==> src/rtl/cnn_pkg.sv <==
// ---------------------------------------------------------------------------
// cnn_pkg -- shared widths and types for the CNN 3x3 window generator.
//   PIX_W   : pixel width (unsigned U value)
//   Y_W     : width of the downstream cell output
//   COORD_W : width of the row/column coordinate outputs
//   win_state_e : window generator FSM states
//   pix_win_t   : 3x3 pixel window, element 0 = W1 (top-left) .. 8 = W9
// ---------------------------------------------------------------------------
package cnn_pkg;

  localparam int PIX_W   = 8;
  localparam int Y_W     = 9;
  localparam int COORD_W = 10;

  typedef enum logic [1:0] {
    ST_FILL  = 2'd0,  // accepting pixels, no window complete yet
    ST_RUN   = 2'd1,  // accepting pixels and emitting windows
    ST_FLUSH = 2'd2   // input closed, draining the last IMG_W+1 windows
  } win_state_e;

  typedef logic [8:0][PIX_W-1:0] pix_win_t;

endpackage

==> src/rtl/cnn_line_buf.sv <==
// ---------------------------------------------------------------------------
// cnn_line_buf -- DEPTH-deep delay line (one image row of pixels).
// dout_o is the value written DEPTH enabled steps earlier; it is valid in the
// same cycle as en_i so the caller can consume it while pushing din_i.
// Ports:
//   clk, rst : clock, synchronous active-high reset (pointer only)
//   en_i     : advance the delay line by one pixel
//   din_i    : pixel entering the line
//   dout_o   : pixel leaving the line (DEPTH steps old)
// The storage has no reset: stale contents only ever reach out-of-image
// window positions, which are masked by the window generator.
// ---------------------------------------------------------------------------
module cnn_line_buf
  import cnn_pkg::*;
#(
  parameter int DEPTH = 16,
  parameter int WIDTH = PIX_W
) (
  input  logic             clk,
  input  logic             rst,
  input  logic             en_i,
  input  logic [WIDTH-1:0] din_i,
  output logic [WIDTH-1:0] dout_o
);

  localparam int PTR_W = (DEPTH > 1) ? $clog2(DEPTH) : 1;
  localparam logic [PTR_W-1:0] PTR_MAX = PTR_W'(DEPTH - 1);

  logic [WIDTH-1:0] mem_q [DEPTH];
  logic [PTR_W-1:0] ptr_q, ptr_d;

  // Read-before-write circular buffer: the slot about to be overwritten
  // holds the oldest sample.
  assign dout_o = mem_q[ptr_q];

  always_comb begin
    ptr_d = ptr_q;
    if (en_i) begin
      ptr_d = (ptr_q == PTR_MAX) ? '0 : ptr_q + 1'b1;
    end
  end

  always_ff @(posedge clk) begin
    if (rst) begin
      ptr_q <= '0;
    end else begin
      ptr_q <= ptr_d;
    end
  end

  always_ff @(posedge clk) begin
    if (en_i) begin
      mem_q[ptr_q] <= din_i;
    end
  end

endmodule

==> src/rtl/cnn_window_gen.sv <==
// ---------------------------------------------------------------------------
// cnn_window_gen -- streams a raster image in and emits one 3x3 neighbourhood
// per pixel (centre in raster order) for a CNN cell.
//
// Ports:
//   clk, rst            : clock, synchronous active-high reset
//   in_valid/in_ready   : pixel input handshake, in_pixel = unsigned pixel
//   out_valid/out_ready : window output handshake
//   W1..W9              : window, row-major (W1 top-left, W5 centre)
//   out_row, out_col    : centre coordinates of the presented window
//   out_last            : presented window is centred on the last pixel
//   dbg_state           : current FSM state (observation only)
//
// Handshake: a transfer happens on a rising edge where valid && ready are
// both high. out_valid and the window payload hold steady until accepted;
// in_ready never depends on in_valid.
//
// Optional build macro CNN_WIN_REPLICATE_EN: out-of-image neighbours copy
// the nearest in-image pixel instead of taking BORDER_VAL.
//
// Datapath: two row delay lines give pixels p-IMG_W and p-2*IMG_W alongside
// the incoming pixel p. Two stored columns plus this fresh column form the
// raw 3x3 neighbourhood centred on p-IMG_W-1; it is masked using the centre
// counter and registered into the single output stage in the same edge that
// accepts p.
// ---------------------------------------------------------------------------
module cnn_window_gen
  import cnn_pkg::*;
#(
  parameter int               IMG_W      = 16,
  parameter int               IMG_H      = 16,
  parameter logic [PIX_W-1:0] BORDER_VAL = 8'd0
) (
  input  logic               clk,
  input  logic               rst,
  input  logic               in_valid,
  output logic               in_ready,
  input  logic [PIX_W-1:0]   in_pixel,
  output logic               out_valid,
  input  logic               out_ready,
  output logic [PIX_W-1:0]   W1,
  output logic [PIX_W-1:0]   W2,
  output logic [PIX_W-1:0]   W3,
  output logic [PIX_W-1:0]   W4,
  output logic [PIX_W-1:0]   W5,
  output logic [PIX_W-1:0]   W6,
  output logic [PIX_W-1:0]   W7,
  output logic [PIX_W-1:0]   W8,
  output logic [PIX_W-1:0]   W9,
  output logic [COORD_W-1:0] out_row,
  output logic [COORD_W-1:0] out_col,
  output logic               out_last,
  output win_state_e         dbg_state
);

  localparam logic [COORD_W-1:0] COL_MAX = COORD_W'(IMG_W - 1);
  localparam logic [COORD_W-1:0] ROW_MAX = COORD_W'(IMG_H - 1);

  win_state_e state_q, state_d;

  // Next input pixel position and next window centre position.
  logic [COORD_W-1:0] in_col_q, in_col_d, in_row_q, in_row_d;
  logic [COORD_W-1:0] cen_col_q, cen_col_d, cen_row_q, cen_row_d;

  // Columns indexed [0]=top (p-2W), [1]=mid (p-W), [2]=bottom (p).
  logic [2:0][PIX_W-1:0] col_a_q, col_b_q, col_c;
  logic [2:0][2:0][PIX_W-1:0] cols;   // cols[column][row]
  logic [PIX_W-1:0] row_m1_pix, row_m2_pix;

  pix_win_t           win_d, win_q;
  logic               out_valid_q, out_last_q;
  logic [COORD_W-1:0] out_row_q, out_col_q;

  logic       out_free, accept, step, load;
  logic       in_at_fill, in_at_last, cen_last;
  logic [2:0] row_out, col_out;

  // ---------------- handshake ----------------
  assign out_free = !out_valid_q || out_ready;
  assign in_ready = !rst && (state_q != ST_FLUSH) && out_free;
  assign accept   = in_valid && in_ready;
  // The pipeline advances on every accepted pixel and, while flushing, on
  // every cycle the output stage can take a new window.
  assign step     = accept || ((state_q == ST_FLUSH) && out_free);

  assign in_at_fill = (in_row_q == COORD_W'(1)) && (in_col_q == COORD_W'(1));
  assign in_at_last = (in_row_q == ROW_MAX) && (in_col_q == COL_MAX);
  assign cen_last   = (cen_row_q == ROW_MAX) && (cen_col_q == COL_MAX);

  // ---------------- row delay lines ----------------
  cnn_line_buf #(.DEPTH(IMG_W), .WIDTH(PIX_W)) u_lb_r1 (
    .clk    (clk),
    .rst    (rst),
    .en_i   (step),
    .din_i  (in_pixel),
    .dout_o (row_m1_pix)
  );

  cnn_line_buf #(.DEPTH(IMG_W), .WIDTH(PIX_W)) u_lb_r2 (
    .clk    (clk),
    .rst    (rst),
    .en_i   (step),
    .din_i  (row_m1_pix),
    .dout_o (row_m2_pix)
  );

  // During flush in_pixel is a don't-care: it only lands in positions that
  // are outside the image and therefore masked.
  assign col_c[0] = row_m2_pix;
  assign col_c[1] = row_m1_pix;
  assign col_c[2] = in_pixel;

  assign cols[0] = col_a_q;
  assign cols[1] = col_b_q;
  assign cols[2] = col_c;

  // ---------------- border masking ----------------
  always_comb begin
    row_out = {cen_row_q == ROW_MAX, 1'b0, cen_row_q == '0};
    col_out = {cen_col_q == COL_MAX, 1'b0, cen_col_q == '0};
    win_d   = '0;
    for (int r = 0; r < 3; r++) begin
      for (int c = 0; c < 3; c++) begin
`ifdef CNN_WIN_REPLICATE_EN
        // Outside rows/columns fold onto the centre row/column, which is
        // always inside the image; corners fold in both directions.
        win_d[r*3+c] = cols[col_out[c] ? 1 : c][row_out[r] ? 1 : r];
`else
        win_d[r*3+c] = (row_out[r] || col_out[c]) ? BORDER_VAL : cols[c][r];
`endif
      end
    end
  end

  // ---------------- FSM ----------------
  always_comb begin
    state_d = state_q;
    load    = 1'b0;
    unique case (state_q)
      ST_FILL: begin
        if (accept && in_at_fill) begin
          load    = 1'b1;
          // Tiny images can complete the frame on the very first window.
          state_d = in_at_last ? ST_FLUSH : ST_RUN;
        end
      end
      ST_RUN: begin
        if (accept) begin
          load = 1'b1;
          if (in_at_last) state_d = ST_FLUSH;
        end
      end
      ST_FLUSH: begin
        if (step) begin
          load = 1'b1;
          if (cen_last) state_d = ST_FILL;
        end
      end
      default: state_d = ST_FILL;
    endcase
  end

  // ---------------- coordinate counters ----------------
  always_comb begin
    in_col_d  = in_col_q;
    in_row_d  = in_row_q;
    cen_col_d = cen_col_q;
    cen_row_d = cen_row_q;
    if (accept) begin
      if (in_col_q == COL_MAX) begin
        in_col_d = '0;
        in_row_d = (in_row_q == ROW_MAX) ? '0 : in_row_q + 1'b1;
      end else begin
        in_col_d = in_col_q + 1'b1;
      end
    end
    if (load) begin
      if (cen_col_q == COL_MAX) begin
        cen_col_d = '0;
        cen_row_d = (cen_row_q == ROW_MAX) ? '0 : cen_row_q + 1'b1;
      end else begin
        cen_col_d = cen_col_q + 1'b1;
      end
    end
  end

  // ---------------- registers ----------------
  always_ff @(posedge clk) begin
    if (rst) begin
      state_q     <= ST_FILL;
      in_col_q    <= '0;
      in_row_q    <= '0;
      cen_col_q   <= '0;
      cen_row_q   <= '0;
      col_a_q     <= '0;
      col_b_q     <= '0;
      win_q       <= '0;
      out_valid_q <= 1'b0;
      out_last_q  <= 1'b0;
      out_row_q   <= '0;
      out_col_q   <= '0;
    end else begin
      state_q   <= state_d;
      in_col_q  <= in_col_d;
      in_row_q  <= in_row_d;
      cen_col_q <= cen_col_d;
      cen_row_q <= cen_row_d;
      if (step) begin
        col_a_q <= col_b_q;
        col_b_q <= col_c;
      end
      if (load) begin
        out_valid_q <= 1'b1;
        win_q       <= win_d;
        out_row_q   <= cen_row_q;
        out_col_q   <= cen_col_q;
        out_last_q  <= cen_last;
      end else if (out_ready) begin
        out_valid_q <= 1'b0;
      end
    end
  end

  assign out_valid = out_valid_q;
  assign out_last  = out_last_q;
  assign out_row   = out_row_q;
  assign out_col   = out_col_q;
  assign W1        = win_q[0];
  assign W2        = win_q[1];
  assign W3        = win_q[2];
  assign W4        = win_q[3];
  assign W5        = win_q[4];
  assign W6        = win_q[5];
  assign W7        = win_q[6];
  assign W8        = win_q[7];
  assign W9        = win_q[8];
  assign dbg_state = state_q;

endmodule

==> config.mk <==
export PLATFORM = sky130hd
export DESIGN_NAME = cnn_window_gen
export DESIGN_NICKNAME = d
export VERILOG_FILES = /design/src/rtl/cnn_pkg.sv /design/src/rtl/cnn_line_buf.sv /design/src/rtl/cnn_window_gen.sv
export SDC_FILE = /design/constraint.sdc
export NUM_CORES = 1
export LEC_CHECK = 0
export CORE_AREA = 10 10 198 246
export CTS_BUF_LIST = sky130_fd_sc_hd__clkbuf_4 sky130_fd_sc_hd__clkbuf_8 sky130_fd_sc_hd__clkbuf_16
export CTS_CLUSTER_DIAMETER = 50
export CTS_CLUSTER_SIZE = 12
export DETAILED_ROUTE_END_ITERATION = 8
export DIE_AREA = 0 0 208 256
export SLEW_MARGIN = 10
export SYNTH_ARGS = -nofsm -noshare
export SYNTH_HDL_FRONTEND = slang
export SYNTH_HIERARCHICAL = 1
export SYNTH_SLANG_ARGS = --single-unit
export TNS_END_PERCENT = 50
==> constraint.sdc <==
create_clock -name clk -period 4.1 [get_ports clk]
set_input_delay 1.23 -clock clk [delete_from_list [all_inputs] [get_ports clk]]
set_output_delay 1.23 -clock clk [all_outputs]
set_load 0.1 [all_outputs]
### After elaboration in Yosys (flattened, before gate mapping)

Memory sizes are Yosys's and may differ from the RTL's. A register that Yosys moved wholly into a read port is not among the register bits.
Cells that the tools add are included.

* bits in registers: 192
* memory bits (writable): 256
* input bits: 12
* output and inout bits: 97
* word-level logic and storage cells: 105
* memories: 2

* add/sub/neg operators: 6
* equal/unequal tests: 16
* multiplexer cells: 32
* reduce and logical (&&, ||, !) cells: 23

Memory list
* u_lb_r1.mem_q: depth 16, width 8, read ports 1, clocked after Yosys merged registers in 1, wr ports 1, RTL line cnn_line_buf.sv:29 `logic [WIDTH-1:0] mem_q [DEPTH];`
* u_lb_r2.mem_q: depth 16, width 8, read ports 1, clocked after Yosys merged registers in 1, wr ports 1, RTL line cnn_line_buf.sv:29

Operators with widths (count)
* two-way mux 8 bit: 8
* adder 10 x 1 -> 10 bit, second input constant: 4
* equality test 10 x 4 -> 1 bit, second input constant: 4
* two-way mux 10 bit: 4
* two-way mux 4 bit: 6
* equality test 10 x 1 -> 1 bit, second input constant: 2
* zero test 10 bit: 2
* two-way mux 2 bit: 6
* inequality test 2 bit, second input constant: 6
* adder 4 x 1 -> 4 bit, second input constant: 2
* equality test 4 bit, second input constant: 2
* logical AND 1 bit: 8
* logical OR 1 bit: 6
* two-way mux 1 bit: 6
* case mux 2 bit (3 select lines): 1
* AND reduction 5 bit: 1
* AND reduction 2 bit: 2
* case mux 1 bit (3 select lines): 1
* equality test 2 x 1 -> 1 bit, second input constant: 1
* equality test 2 bit, second input constant: 1
* zero test 1 bit: 2
* zero test 2 bit: 1
* nonzero test 2 bit: 1

### Depth between registers and ports, before layout

* depth after elaboration: 8
* depth in mapped cells: 10

### By module

The synthesis kept the hierarchy.

Modules (own cells, without submodules)
* cnn_window_gen: times used 1, cells each 905, area each 7196.9 sq um
* cnn_line_buf at u_lb_r2: times used 1, cells each 246, area each 5303.8 sq um
* cnn_line_buf at u_lb_r1: times used 1, cells each 246, area each 5280.1 sq um

### Worst setup path before layout

No wires, ideal clock.

* kind: in2out
* start point: input port rst
* end point: output port in_ready
* arrival time: 3.639 ns
* data required time: 2.870 ns
* path slack: -0.769 ns
* cell stages on the path: 3
* cells stage by stage: buf_2 -> clkbuf_1 -> nor3_1

* longest elaborated chain between the ends: 3

RTL lines
* start: declaration: RTL line cnn_window_gen.sv:35 `input logic rst,`
* zero test 1 bit: RTL line cnn_window_gen.sv:80 `assign in_ready = !rst && (state_q != ST_FLUSH) && out_free;`
* logical AND 1 bit (2 in series): RTL line cnn_window_gen.sv:80
* end: declaration: RTL line cnn_window_gen.sv:37 `output logic in_ready,`

Every way passes these cells.

### Worst setup path in the final report

* start point: input port out_ready
* end point: output port in_ready

* longest elaborated chain between the ends: 2

RTL lines
* start: declaration: RTL line cnn_window_gen.sv:40 `input logic out_ready,`
* logical OR 1 bit: RTL line cnn_window_gen.sv:79 `assign out_free = !out_valid_q || out_ready;`
* logical AND 1 bit: RTL line cnn_window_gen.sv:80

Every way passes these cells.

==> impl_metrics.yaml <==
placement:
  hpwl_um: 27170
  portBuffers: 108
  routabilityCongestion: 0.7995
clock_network:
  htreeDepth: 2
  hold_buffers: 0
  cts_tree: "built"
  clock_latency_ns: 0.55
  cts_sinks: 456
  clkTransAtPathRegs_ns: 0.06
  cts_made_buffers: 45
  cts_root_buf: "clkbuf_16"
  cts_resized: 0
  cts_setup_buffers: 0
  cts_buffer_depth: 3
grt:
  grtUsageMet3: 0.02673
  grt_usage: 0.1545
  grt_use_met1: 0.1897
  first_global_vias: 11220
  grt.met2_usage: 0.2711
  grt-busiest-layer: "met2"
  grt_pass1_wl_um: 66030
  grt-ovfl-total: 0
  grt_antenna_before_repair: 0
  grt_max_degree: 104
synth:
  synth_commonest_cells: "edfxtp_1 (256), nand2_1 (251), dfxtp_1 (200)"
  synth_ff_type: "edfxtp_1"
  yosysMostFrequentCell: "edfxtp_1"
  avgSynthCellArea_um2: 12.73
  synthAdderAreaFrac: 0.01126
  yosys-top-cells-area: "edfxtp_1 (43%), dfxtp_1 (23%), mux4_2 (5.3%), nand2_1 (5.3%), a21oi_1 (4.7%)"
  syn_area_um2: 17780
  synthXorXnorAreaFrac: 0.009852
  synth_nets: 1425
  synth-edff-count: 256
  synth-seq-cells: 456
  synth_mux_area_frac: 0.08796
  synthDistinctLibCells: 51
  synth_top_area_share: 0.4323
  synth_top_family_by_area: "simple AND/OR/NAND/NOR gates"
  synthCells: 1397
  synth_simple_gate_area_frac: 0.1319
  synthArstFlopShare: 0
  synth_compound_gate_area_share: 0.07234
  synth_top_cell_by_area: "edfxtp_1"
  yosysWarnings: 6
  yosysSeqAreaShare: 0.6575
timing:
  skew_ns: 0.02196
  final.setup.tns_ns: 0
  finalSetupViolCount: 0
  finalHoldViolCount: 0
  period_share: 0.8546
  relSlewSlack: 0.2940
  slew_violations: 0
  period_needed_ns: 3.504
  fmax_ghz: 0.2854
  max_slew.worst_pin.slew_ns: 1.059
  rsz0062_at_grt: "no"
  hold_ws_ns: 0.4512
floorplanning:
  die_height_um: 256
  core_area_um2: 43900
  fp-row-count: 86
  dieArea_um2: 53250
  io_pins: 109
  die_x_um: 208
  start_util: 0.4050
worst_hold_path:
  hold_depth: 2
  min_from: "W2[1]$_SDFFE_PP0P_"
  hp-class: "flop to flop"
  hold_path_end: "W2[1]$_SDFFE_PP0P_"
setup_path:
  rrSetupSlack_ns: 1.27
  regToRegStartpoint: "cen_col_q[4]$_SDFFE_PP0P_"
  worstPathRequired_ns: 2.87
  critPathMaxStageDelay_ns: 0.42
  crit_start: "out_ready"
  worstSetupEndpointType: "output port"
  reg2regPathDepth: 5
  cp_top_family: "buffers and inverters"
  cpMaxStageDelayCell: "clkdlybuf4s50_1"
  crit_type: "input pin to output port"
  crit_arrival_ns: 2.27
  start_kind: "input pin"
  crit_chain: "clkdlybuf4s50_1 > nor2b_1 > nor3_2 > buf_12"
  path_buf_inv: 2
  path_max_fanout: 5
  worst_r2r_endpoint: "W3[3]$_SDFFE_PP0P_"
cells_and_area:
  nFillCells: 3968
  areaGrowthSynthToFinish_pct: 16.38
  antenna_cells: 0
  drive_gt1_frac: 0.1076
  finalNetCount: 1502
  final_core_util: 0.4714
route:
  dr.pass1.iters: 5
  routed-via-count: 11140
  drt_wl_total_um: 41920
  drc_errors: 0
  antenna_left: 0
  drtIter0Drc: 776
  routedWlPerCell_um: 20.18
  viasPerCell: 5.365
power:
  p_leak_nw: 6.625
  cellPowerDensity_nw_per_um2: 444.7
  ir_drop_mv: 0.2987
status:
  status: "finished clean"
job:
  maxCapViolations: 0
logic make-up (layout without fill, tap and decap cells):
| group | Yosys count | in the layout |
|---|---|---|
| DFF | 456 | 456 |
| muxes | 68 | 68 |
| and+or+nand+nor | 499 | 499 |
| adders and majority gates | 16 | 16 |
| AOI/OAI and AO/OA | 232 | 232 |
| xor gates and xnor gates | 20 | 20 |
| buffers and inverters | 106 | 214 |
worst min-delay path: stages (launching register included):
cell and delay, ns:
dfxtp_1 0.31, nand2_1 0.05, a21oi_1 0.05
per-layer routing:
layer,vias up,part of all wire
met2,246,0.52
met3,56,0.047
met5,-,0
met4,0,0.023
li1,5284,-
met1,5557,0.41
area by class of cell:
type,count,area (µm²),share of cell area
clock buffer,74,1380,0.06669
clock inverter,4,40.04,0.001935
multi-input combinational,835,5602,0.2707
sequential,456,11700,0.5652
timing repair buffer,122,1207,0.05835
inverter,14,52.55,0.002539
tap,572,715.7,0.03458
per-stage QoR:
step / instances / power [W] / setup WS (ns) / instance area, µm²
global route: 2077 / 0.009522 / 0.5358 / 20690
CTS: 2077 / 0.009303 / 0.5954 / 20690
detailed placement: 1999 / 0.005362 / 0.3312 / 19270
finish: 2077 / 0.009203 / 0.5961 / 20690
floorplan: 1397 / 0.005223 / 0.07569 / 17790
global placement: 1999 / 0.005357 / 0.3235 / 19270
layout by cell type, fill, tap and decap left out, types with 4 or more instances in the layout:
master / instances
a21oi_1: 167
a22oi_1: 32
a31oi_1: 4
and2_1: 40
and3_1: 9
and3b_1: 4
buf_12: 4
buf_4: 22
clkbuf_16: 46
clkbuf_4: 25
clkdlybuf4s50_1: 95
dfxtp_1: 196
dfxtp_2: 4
edfxtp_1: 256
ha_1: 16
inv_1: 13
mux2i_1: 4
mux4_1: 22
mux4_2: 42
nand2_1: 251
nand3_1: 85
nand4_1: 10
nor2_1: 41
nor2b_1: 5
nor3_1: 6
nor4_1: 13
o21ai_0: 13
o31ai_1: 8
or3_1: 4
or4_1: 10
xnor2_1: 12
xor2_1: 8
power by group:
group | internal [W] | switching (W)
sequential | 0.00488 | 0.0000374
combinational | 0.000121 | 0.000219
clock | 0.00230 | 0.00164
total | 0.00730 | 0.00190
worst max-delay path by stage:
stage / end / slack [ns] / cells after the start
after floorplan: in_ready / 0.08 / 3
after global placement: u_lb_r2/mem_q[1][7]$_DFFE_PP_ / 0.32 / 7
after detailed placement: u_lb_r2/mem_q[2][7]$_DFFE_PP_ / 0.33 / 7
after CTS: in_ready / 0.60 / 4
after global routing: in_ready / 0.54 / 4
final: in_ready / 0.60 / 4
flip-flops by register name (all words and copies together) (netlist names), 4 cells and up, named ones only:
name / flops
W1: 8
W2: 8
W3: 8
W4: 8
W5: 8
W6: 8
W7: 8
W8: 8
W9: 8
cen_col_q: 10
cen_row_q: 10
col_a_q: 24
col_b_q: 24
in_col_q: 10
in_row_q: 10
out_col: 10
out_row: 10
u_lb_r1/mem_q: 128
u_lb_r1/ptr_q: 4
u_lb_r2/mem_q: 128
u_lb_r2/ptr_q: 4
Note: power is estimated with default switching activity, not from simulation.
